[src/rtl/spi_bridge_seq_pkg.sv]
// Shared definitions for the SPI bridge sequencer: register map, STATUS/CONTROL
// bit positions, sequencer and Avalon-transfer state encodings, completion codes.
package spi_bridge_seq_pkg;

  localparam logic [2:0] REG_RXDATA      = 3'd0;
  localparam logic [2:0] REG_TXDATA      = 3'd1;
  localparam logic [2:0] REG_STATUS      = 3'd2;
  localparam logic [2:0] REG_CONTROL     = 3'd3;
  localparam logic [2:0] REG_SLAVESELECT = 3'd5;

  localparam int STATUS_ROE  = 3;
  localparam int STATUS_TOE  = 4;
  localparam int STATUS_TMT  = 5;
  localparam int STATUS_TRDY = 6;
  localparam int STATUS_RRDY = 7;
  localparam int CONTROL_SSO = 10;

  typedef enum logic [3:0] {
    ST_IDLE,
    ST_WR_SS,
    ST_WR_SSO,
    ST_POLL_TRDY,
    ST_WAIT_TX,
    ST_WR_TX,
    ST_POLL_RRDY,
    ST_RD_RX,
    ST_PUSH_RX,
    ST_POLL_TMT,
    ST_WR_REL,
    ST_DONE
  } state_t;

  typedef enum logic [1:0] {
    DONE_OK       = 2'd0,
    DONE_TIMEOUT  = 2'd1,
    DONE_OVERRUN  = 2'd2
  } done_status_t;

  typedef enum logic [1:0] {
    XF_IDLE,
    XF_CMD,
    XF_RESP
  } xfer_state_t;

  // Which STATUS bit a given poll state is waiting for.
  function automatic logic poll_hit(input state_t s, input logic [31:0] status);
    case (s)
      ST_POLL_TRDY: return status[STATUS_TRDY];
      ST_POLL_RRDY: return status[STATUS_RRDY];
      default:      return status[STATUS_TMT];
    endcase
  endfunction

endpackage

[src/rtl/spi_bridge_seq_xfer.sv]
// Single Avalon-MM access engine: takes one request, holds it through waitrequest,
// waits for readdatavalid on reads, then pulses done with the read data.
module spi_avmm_xfer
  import spi_bridge_seq_pkg::*;
(
  input  logic        clk,
  input  logic        rst,
  input  logic        req,
  input  logic        req_write,
  input  logic [2:0]  req_address,
  input  logic [31:0] req_writedata,
  output logic        done,
  output logic [31:0] rdata,
  output logic [2:0]  avmm_address,
  output logic        avmm_read,
  output logic        avmm_write,
  output logic [31:0] avmm_writedata,
  input  logic [31:0] avmm_readdata,
  input  logic        avmm_readdatavalid,
  input  logic        avmm_waitrequest
);

  xfer_state_t xstate_reg, xstate_next;
  logic        read_reg, read_next;
  logic        write_reg, write_next;
  logic [2:0]  address_reg, address_next;
  logic [31:0] writedata_reg, writedata_next;
  logic        done_reg, done_next;
  logic [31:0] rdata_reg, rdata_next;

  always_ff @(posedge clk or posedge rst) begin
    if (rst) begin
      xstate_reg    <= XF_IDLE;
      read_reg      <= 1'b0;
      write_reg     <= 1'b0;
      address_reg   <= '0;
      writedata_reg <= '0;
      done_reg      <= 1'b0;
      rdata_reg     <= '0;
    end else begin
      xstate_reg    <= xstate_next;
      read_reg      <= read_next;
      write_reg     <= write_next;
      address_reg   <= address_next;
      writedata_reg <= writedata_next;
      done_reg      <= done_next;
      rdata_reg     <= rdata_next;
    end
  end

  always_comb begin
    xstate_next    = xstate_reg;
    read_next      = read_reg;
    write_next     = write_reg;
    address_next   = address_reg;
    writedata_next = writedata_reg;
    done_next      = 1'b0;
    rdata_next     = rdata_reg;
    case (xstate_reg)
      XF_IDLE: begin
        if (req) begin
          read_next      = !req_write;
          write_next     = req_write;
          address_next   = req_address;
          writedata_next = req_writedata;
          xstate_next    = XF_CMD;
        end
      end
      XF_CMD: begin
        // Command stays frozen on the bus until the slave stops stalling.
        if (!avmm_waitrequest) begin
          read_next  = 1'b0;
          write_next = 1'b0;
          if (write_reg) begin
            done_next   = 1'b1;
            xstate_next = XF_IDLE;
          end else begin
            xstate_next = XF_RESP;
          end
        end
      end
      XF_RESP: begin
        if (avmm_readdatavalid) begin
          rdata_next  = avmm_readdata;
          done_next   = 1'b1;
          xstate_next = XF_IDLE;
        end
      end
      default: xstate_next = XF_IDLE;
    endcase
  end

  assign done           = done_reg;
  assign rdata          = rdata_reg;
  assign avmm_address   = address_reg;
  assign avmm_read      = read_reg;
  assign avmm_write     = write_reg;
  assign avmm_writedata = writedata_reg;

endmodule

[src/rtl/spi_bridge_seq.sv]
// Command sequencer driving an Avalon-MM SPI bridge: selects a slave, streams
// cmd_len+1 words out/in through TXDATA/RXDATA with STATUS polling, then releases SS.
module spi_bridge_seq
  import spi_bridge_seq_pkg::*;
#(
  parameter int MAX_LEN_W  = 4,
  parameter int POLL_LIMIT = 1024
) (
  input  logic                 clk,
  input  logic                 rst,
  input  logic                 cmd_valid,
  output logic                 cmd_ready,
  input  logic [4:0]           cmd_ss,
  input  logic [MAX_LEN_W-1:0] cmd_len,
  input  logic [31:0]          tx_data,
  input  logic                 tx_valid,
  output logic                 tx_ready,
  output logic [31:0]          rx_data,
  output logic                 rx_valid,
  input  logic                 rx_ready,
  output logic                 done_valid,
  output logic [1:0]           done_status,
  output logic [2:0]           avmm_address,
  output logic                 avmm_read,
  output logic                 avmm_write,
  output logic [31:0]          avmm_writedata,
  input  logic [31:0]          avmm_readdata,
  input  logic                 avmm_readdatavalid,
  input  logic                 avmm_waitrequest
);

  localparam int PCW = $clog2(POLL_LIMIT + 1);

  state_t               state_reg, state_next;
  logic [4:0]           ss_reg, ss_next;
  logic [MAX_LEN_W-1:0] words_reg, words_next;
  logic [31:0]          tx_word_reg, tx_word_next;
  logic [31:0]          rx_data_reg, rx_data_next;
  logic                 rx_valid_reg, rx_valid_next;
  done_status_t         status_reg, status_next;
  logic [PCW-1:0]       poll_cnt_reg, poll_cnt_next;
  logic                 issued_reg, issued_next;
  logic                 cmd_ready_reg, cmd_ready_next;

  logic        xfer_req, xfer_write, xfer_done, is_access, step;
  logic [2:0]  xfer_address;
  logic [31:0] xfer_writedata, xfer_rdata;

  always_ff @(posedge clk or posedge rst) begin
    if (rst) begin
      state_reg     <= ST_IDLE;
      ss_reg        <= '0;
      words_reg     <= '0;
      tx_word_reg   <= '0;
      rx_data_reg   <= '0;
      rx_valid_reg  <= 1'b0;
      status_reg    <= DONE_OK;
      poll_cnt_reg  <= '0;
      issued_reg    <= 1'b0;
      cmd_ready_reg <= 1'b0;
    end else begin
      state_reg     <= state_next;
      ss_reg        <= ss_next;
      words_reg     <= words_next;
      tx_word_reg   <= tx_word_next;
      rx_data_reg   <= rx_data_next;
      rx_valid_reg  <= rx_valid_next;
      status_reg    <= status_next;
      poll_cnt_reg  <= poll_cnt_next;
      issued_reg    <= issued_next;
      cmd_ready_reg <= cmd_ready_next;
    end
  end

  assign is_access = (state_reg == ST_WR_SS)     || (state_reg == ST_WR_SSO)    ||
                     (state_reg == ST_POLL_TRDY) || (state_reg == ST_WR_TX)     ||
                     (state_reg == ST_POLL_RRDY) || (state_reg == ST_RD_RX)     ||
                     (state_reg == ST_POLL_TMT)  || (state_reg == ST_WR_REL);
  assign step = issued_reg && xfer_done;

  always_comb begin
    state_next     = state_reg;
    ss_next        = ss_reg;
    words_next     = words_reg;
    tx_word_next   = tx_word_reg;
    rx_data_next   = rx_data_reg;
    rx_valid_next  = rx_valid_reg;
    status_next    = status_reg;
    poll_cnt_next  = poll_cnt_reg;
    issued_next    = issued_reg;
    xfer_req       = 1'b0;
    xfer_write     = 1'b0;
    xfer_address   = REG_STATUS;
    xfer_writedata = '0;

    case (state_reg)
      ST_IDLE: begin
        if (cmd_valid && cmd_ready_reg) begin
          ss_next     = cmd_ss;
          words_next  = cmd_len;
          status_next = DONE_OK;
          state_next  = ST_WR_SS;
        end
      end
      ST_WR_SS: begin
        xfer_write     = 1'b1;
        xfer_address   = REG_SLAVESELECT;
        xfer_writedata = 32'd1 << ss_reg;
        if (step) state_next = ST_WR_SSO;
      end
      ST_WR_SSO: begin
        xfer_write     = 1'b1;
        xfer_address   = REG_CONTROL;
        xfer_writedata = 32'd1 << CONTROL_SSO;
        if (step) state_next = ST_POLL_TRDY;
      end
      ST_POLL_TRDY, ST_POLL_RRDY, ST_POLL_TMT: begin
        if (step) begin
          poll_cnt_next = poll_cnt_reg + 1'b1;
          // Overrun is checked first so it wins over a simultaneous timeout.
          if (xfer_rdata[STATUS_ROE] || xfer_rdata[STATUS_TOE]) begin
            status_next = DONE_OVERRUN;
            state_next  = ST_WR_REL;
          end else if (poll_hit(state_reg, xfer_rdata)) begin
            case (state_reg)
              ST_POLL_TRDY: state_next = ST_WAIT_TX;
              ST_POLL_RRDY: state_next = ST_RD_RX;
              default:      state_next = ST_WR_REL;
            endcase
          end else if (poll_cnt_next == PCW'(POLL_LIMIT)) begin
            status_next = DONE_TIMEOUT;
            state_next  = ST_WR_REL;
          end
        end
      end
      ST_WAIT_TX: begin
        if (tx_valid) begin
          tx_word_next = tx_data;
          state_next   = ST_WR_TX;
        end
      end
      ST_WR_TX: begin
        xfer_write     = 1'b1;
        xfer_address   = REG_TXDATA;
        xfer_writedata = tx_word_reg;
        if (step) state_next = ST_POLL_RRDY;
      end
      ST_RD_RX: begin
        xfer_address = REG_RXDATA;
        if (step) begin
          rx_data_next  = xfer_rdata;
          rx_valid_next = 1'b1;
          state_next    = ST_PUSH_RX;
        end
      end
      ST_PUSH_RX: begin
        if (rx_ready) begin
          rx_valid_next = 1'b0;
          if (words_reg == '0) begin
            state_next = ST_POLL_TMT;
          end else begin
            words_next = words_reg - 1'b1;
            state_next = ST_POLL_TRDY;
          end
        end
      end
      ST_WR_REL: begin
        xfer_write     = 1'b1;
        xfer_address   = REG_CONTROL;
        xfer_writedata = '0;
        if (step) state_next = ST_DONE;
      end
      ST_DONE:  state_next = ST_IDLE;
      default:  state_next = ST_IDLE;
    endcase

    // One request per visit; a poll state that stays put re-issues its read.
    if (is_access) begin
      if (!issued_reg) begin
        xfer_req    = 1'b1;
        issued_next = 1'b1;
      end else if (xfer_done) begin
        issued_next = 1'b0;
      end
    end
    if (state_next != state_reg) poll_cnt_next = '0;
  end

  assign cmd_ready_next = (state_next == ST_IDLE);

  spi_avmm_xfer u_xfer (
    .clk                (clk),
    .rst                (rst),
    .req                (xfer_req),
    .req_write          (xfer_write),
    .req_address        (xfer_address),
    .req_writedata      (xfer_writedata),
    .done               (xfer_done),
    .rdata              (xfer_rdata),
    .avmm_address       (avmm_address),
    .avmm_read          (avmm_read),
    .avmm_write         (avmm_write),
    .avmm_writedata     (avmm_writedata),
    .avmm_readdata      (avmm_readdata),
    .avmm_readdatavalid (avmm_readdatavalid),
    .avmm_waitrequest   (avmm_waitrequest)
  );

  assign cmd_ready   = cmd_ready_reg;
  assign tx_ready    = (state_reg == ST_WAIT_TX);
  assign rx_data     = rx_data_reg;
  assign rx_valid    = rx_valid_reg;
  assign done_valid  = (state_reg == ST_DONE);
  assign done_status = (state_reg == ST_DONE) ? status_reg : DONE_OK;

endmodule

[config.mk]
export PLATFORM = sky130hd
export DESIGN_NAME = spi_bridge_seq
export DESIGN_NICKNAME = d
export VERILOG_FILES = /design/src/rtl/spi_bridge_seq_pkg.sv /design/src/rtl/spi_bridge_seq_xfer.sv /design/src/rtl/spi_bridge_seq.sv
export SDC_FILE = /design/constraint.sdc
export NUM_CORES = 1
export LEC_CHECK = 0
export CELL_PAD_IN_SITES_DETAIL_PLACEMENT = 1
export CELL_PAD_IN_SITES_GLOBAL_PLACEMENT = 2
export CORE_MARGIN = 4
export CORE_UTILIZATION = 46
export CTS_CLUSTER_SIZE = 30
export DETAILED_ROUTE_END_ITERATION = 8
export DONT_BUFFER_PORTS = 1
export PLACE_DENSITY_LB_ADDON = 0.1
export SYNTH_ARGS = -nofsm -noshare
export SYNTH_HDL_FRONTEND = slang
export SYNTH_HIERARCHICAL = 1
export SYNTH_SLANG_ARGS = --single-unit
[constraint.sdc]
create_clock -name clk -period 5.1 [get_ports clk]
set_clock_uncertainty 0.1 [all_clocks]
set_input_delay 1.02 -clock clk [delete_from_list [all_inputs] [get_ports clk]]
set_output_delay 1.02 -clock clk [all_outputs]
set_load 0.01 [all_outputs]
# Word-level counts from Yosys, hierarchy flattened
# Index checks and enable logic that the tools add are counted.
dict set report word_totals {
  in_bits 80
  elab_cells 137
  reg_bits 165
  output_inout_bits 75
}
dict set report classes {
  n_mux 57
  addsub 2
  eq_ne 25
  n_shift 1
  reduce_logical 35
}
# cell count
set ops {}
lappend ops {{case mux 32 bit (3 select lines)} 1}
lappend ops {{two-way mux 4 bit} 16}
lappend ops {{case mux 4 bit (9 select lines)} 1}
lappend ops {{two-way mux 11 bit} 3}
lappend ops {{<< shifter 1 x 5 -> 32 bit, first input constant} 1}
lappend ops {{two-way mux 2 bit} 10}
lappend ops {{equality test 4 x 3 -> 1 bit, second input constant} 4}
lappend ops {{equality test 4 bit, second input constant} 4}
lappend ops {{two-way mux 1 bit} 16}
lappend ops {{case mux 4 bit (2 select lines)} 2}
lappend ops {{!= test 2 bit, second input constant} 7}
lappend ops {{logical NOT 4 bit} 3}
lappend ops {{case mux 3 bit (4 select lines)} 1}
lappend ops {{AND reduction 2 bit} 6}
lappend ops {{nonzero test 2 bit} 6}
lappend ops {{adder 11 x 1 -> 11 bit, second input constant} 1}
lappend ops {{equality test 11 bit, second input constant} 1}
lappend ops {{case mux 1 bit (2 select lines)} 5}
lappend ops {{AND reduction 3 bit} 3}
lappend ops {{equality test 4 x 2 -> 1 bit, second input constant} 2}
lappend ops {{logical OR 1 bit} 8}
lappend ops {{!= test 3 bit, second input constant} 2}
lappend ops {{case mux 2 bit (3 select lines)} 1}
lappend ops {{AND reduction 5 bit} 1}
lappend ops {{14 further kinds} 15}

# Logic depth before layout (Yosys ltp)
dict set report logic_depth {
  depth_word 12
  mapped_depth 10
  mapped_depth_nobuf 8
}

# Modules after synthesis
# The synthesis kept the hierarchy.
# mod n_inst cells_each seq_area_each_um2 area_each_um2
set by_module_without_submodules {}
lappend by_module_without_submodules {spi_bridge_seq 1 436 2327.2 4784.6}
lappend by_module_without_submodules {spi_avmm_xfer 1 169 1801.7 2886.5}

# Worst setup path before layout
# OpenSTA, ideal clock, no wires.
dict set report synth_path {
  path_kind {register to register}
  start {register state_reg[2]}
  end {register poll_cnt_reg[2]}
  synth_period_minus_slack_ns 2.392
  t_arrival_ns 2.145
  setup_time_ns 0.147
  slack_ns 2.708
  required_ns 4.853
  path_buffers 2
  path_stages_with_launch 10
  cell_sequence {dfrtp_1 > buf_6 > and4bb_4 > a221o_1 > a2111o_1 > a211oi_4 > o21ai_1 > nor2_1 > clkbuf_4 > nor4b_2}
}
dict set report synth_via {
  elab_chain_len 12
}
# item line
set synth_lines {}
lappend synth_lines {{from (decl)} spi_bridge_seq.sv:34} ;# state_t state_reg, state_next;
lappend synth_lines {{from (signal assigned)} spi_bridge_seq.sv:62} ;# state_reg <= state_next;
lappend synth_lines {{equality test 4 x 3 -> 1 bit / equality test 4 x 2 -> 1 bit (equally long branches)} {spi_bridge_seq_pkg.sv:47, spi_bridge_seq.sv:96, spi_bridge_seq.sv:125}}
lappend synth_lines {{case mux 1 bit (2 select lines)} spi_bridge_seq_pkg.sv:47} ;# case (s)
lappend synth_lines {{two-way mux 1 bit} spi_bridge_seq.sv:121} ;# if (xfer_rdata[STATUS_ROE] || xfer_rdata[STATUS_TOE]) begin
lappend synth_lines {{two-way mux 1 bit} spi_bridge_seq.sv:118} ;# if (step) begin
lappend synth_lines {{two-way mux 1 bit} spi_bridge_seq.sv:96} ;# case (state_reg)
lappend synth_lines {{two-way mux 4 bit} spi_bridge_seq.sv:124} ;# end else if (poll_hit(state_reg, xfer_rdata)) begin
lappend synth_lines {{two-way mux 4 bit} spi_bridge_seq.sv:121}
lappend synth_lines {{two-way mux 4 bit} spi_bridge_seq.sv:118}
lappend synth_lines {{case mux 4 bit (9 select lines)} spi_bridge_seq.sv:96}
lappend synth_lines {{!= test 4 bit} spi_bridge_seq.sv:186} ;# if (state_next != state_reg) poll_cnt_next = '0;
lappend synth_lines {{nonzero test 2 bit (no line)} n/a}
lappend synth_lines {{AND reduction 2 bit (no line)} n/a}
lappend synth_lines {{to (signal assigned)} spi_bridge_seq.sv:69} ;# poll_cnt_reg <= poll_cnt_next;
lappend synth_lines {{to (decl)} spi_bridge_seq.sv:41} ;# logic [PCW-1:0] poll_cnt_reg, poll_cnt_next;
# Parallel ways exist; a longest one is shown, timed or not. The select of a mux whose other input is x is not followed.
# A chain may end at the register's enable or synchronous reset.

# Worst setup path after layout
dict set report layout_path {
  start {register state_reg[0]}
  end {register poll_cnt_reg[7]}
}
# The elaborated chain is that of the path after synthesis.

==> reports/qor.txt <==
Post-route ant nets - 0
Total grt overflow - 0
Startpoint Class - flop
YS warnings - 6
Syn Nets - 690
Die width - 137 µm
Post-synth top cells - 165 x dfrtp_1, 108 x mux2_2, 38 x nand2_1, 33 x o21ai_0, 29 x mux2_4
Max cap viols - 0
Met1 Use GR - 24.9%
Synth top area share - 53.8%
Via count - 4,784
Clock transition at the registers of the reported paths - 0.06 ns
Initial Utilization - 47.6%
Syn Area/Cell - 12.7 µm²
PortBufs - 0
Post-Syn Instances - 605
Clock Root Buffer - clkbuf_16
Post-CTS Repair Setup Buffers - 0
GPL Wtd Cong - 0.831
GRT Total Usage - 20.4%
DP Wirelength - 13,100 µm
Share of cells above drive strength 1 - 32.4%
Worst stage delay on the critical path - 0.89 ns
CTS Buf Count - 17
Vias in the first global route - 5,220
Post-synth top area cell - dfrtp_1
Area Growth Syn to Fin - 9.62%
Post-CTS resize count - 0
Die area - 0.0188 mm²
CP required - 5.26 ns
Clk sinks - 165
Final cell count without fillers - 828
Top-count cell post-synth - dfrtp_1
Most common flop cell mapped by yosys - dfrtp_1
Status - complete, no violations
Ports - 155
Setup violations, final - 0
Leakage - 3.89 nW
FILL cells - 1,642
Row count - 46
WL final - 18,700 µm
Number of remaining DRC errors - 0
Most area-consuming cells after synthesis - dfrtp_1 54%, mux2_2 16%, mux2_4 5.7%, o21ai_0 2.2%, nand2_1 1.9%
Clk_lat worst skew - 0.43 ns
CTS tree - yes
VDD IR max - 0.248 mV
Vias/cell - 5.78
Crit-path slowest cell - nor2_1
Core Area - 0.0161 mm²
Setup TNS - 0 ns
Die H - 137 µm
DR pass1 iterations - 4
Yosys reg bits - 165
Crit Path Class - flop to flop
CTS Hold Bufs - 0
Count of different cell masters after synthesis - 59
CP Cell Sequence - and4bb_4 -> a221o_1 -> a2111o_1 -> a211oi_4 -> o21ai_1 -> nor2_1 -> nor4b_1
Ys async rst share - 100%
Fmax - 283 MHz
DRT iter0 DRCs - 161
Crit path max fanout - 22
Layer with the highest usage - met2
Flop-to-flop setup slack - 1.57 ns
Met3 usage - 6.36%
H-Tree Depth - 4
Post-DR wirelength/cell - 22.5 µm
Final nets - 683
Total placed cells including tap cells - 795
WP data arrival - 3.68 ns
EDFF count, synth - 0
Hold Vio Cnt, Final - 0
First-pass GRT wire length - 29,300 µm
Critical Path End Type - flop
Min Tclk post-route - 3.53 ns
Worst Max-Slew Pin Slew - 1.12 ns
CTS Buffer Depth - 2
RSZ-0062 raised after global routing - no
Final period utilization - 69.2%
Met2 usage - 34.4%
Hold WC Path Type - flop to flop
Slew margin rel. - 25.0%
Pin count of the biggest net entering global routing - 71
Pwr Density - 493 mW/mm²
Register area share after synthesis - 53.8%
Mapped cell area - 0.00767 mm²
Max-slew violations - 0
Initial antenna violation count - 3
## per-stage QoR
| stage | power [mW] | setup slack [ns] | cell area [µm²] | util, % | hold slack (ns) |
|---|---|---|---|---|---|
| detailed placement | 2.91 | 1.54 | 7820 | 48.5 | 0.388 |
| floorplan | 2.64 | 1.56 | 7670 | - | 0.369 |
| CTS | 4.20 | 1.53 | 8410 | 52.2 | 0.404 |
| global route | 4.39 | 1.29 | 8410 | 52.2 | 0.423 |
| global placement | 2.84 | 1.65 | 7820 | 48.5 | 0.379 |
| finish | 4.15 | 1.57 | 8410 | 52.2 | 0.401 |
## layout by cell type (no fill, tap or decap), types with 7 or more instances in the layout
cell type and instances:
a21oi_1 15, a22o_1 13, clkbuf_16 17, dfrtp_1 165, inv_1 10, mux2_2 108, mux2_4 29, nand2_1 38
nand2b_1 10, nand3_1 11, nand4_1 7, nor2_1 26, nor2b_1 7, nor4_2 8, o21ai_0 33, xnor2_1 8
## final cells by class
type | instances | area [µm²] | area share [%]
Tap cell | 216 | 270 | 3.21
Timing Repair Buffer | 6 | 45.0 | 0.536
Inverter | 12 | 48.8 | 0.580
Antenna cell | 1 | 2.50 | 0.0298
Multi-Input combinational cell | 396 | 3330 | 39.6
Sequential cell | 165 | 4130 | 49.1
Clock buffer | 20 | 467 | 5.55
Clock inverter | 12 | 119 | 1.41
## routing by layer
metal / vias to the layer above / wire (µm)
met5: - / 23
met4: 4 / 307
met3: 25 / 1030
met2: 103 / 9640
met1: 2470 / 7660
li1: 2182 / -
## worst paths after layout
| kind | startpoint | end | depth (start not counted) |
|---|---|---|---|
| worst max-delay path | state_reg[0] | poll_cnt_reg[7] | 7 |
| worst min-delay path | u_xfer/rdata[17] | u_xfer/rdata[17] | 1 |
| worst max register to register | state_reg[0] | poll_cnt_reg[7] | 7 |
| worst min register to register | u_xfer/rdata[17] | u_xfer/rdata[17] | 1 |
| max in group asynchronous | rst | rx_data[4] | 2 |
| min in group asynchronous | rst | u_xfer/avmm_writedata[1] | 1 |
## report_power, final
group	total [mW]	internal [mW]	switching (mW)
sequential	1.93	1.64	0.294
clock	1.26	0.718	0.544
combinational	0.954	0.453	0.500
total	4.15	2.81	1.34
## cell families after synthesis
| logic type | synth area share (%) |
|---|---|
| AO/OA/AOI/OAI | 8.71 |
| XOR/XNOR | 1.37 |
| adder cells (fa/ha/maj) | 0.816 |
| buffers and inverters | 2.89 |
| flip-flops | 53.8 |
| multiplexers | 22.1 |
| AND/OR/NAND/NOR | 10.3 |
## critical path, delay by kind of cell (launching register included)
| family | cells | cell delay (ns) |
|---|---|---|
| flip-flops | 1 | 0.75 |
| AND/OR/NAND/NOR | 3 | 1.37 |
| AO/OA/AOI/OAI | 4 | 1.14 |
Note: power is estimated with default switching activity, not from simulation.
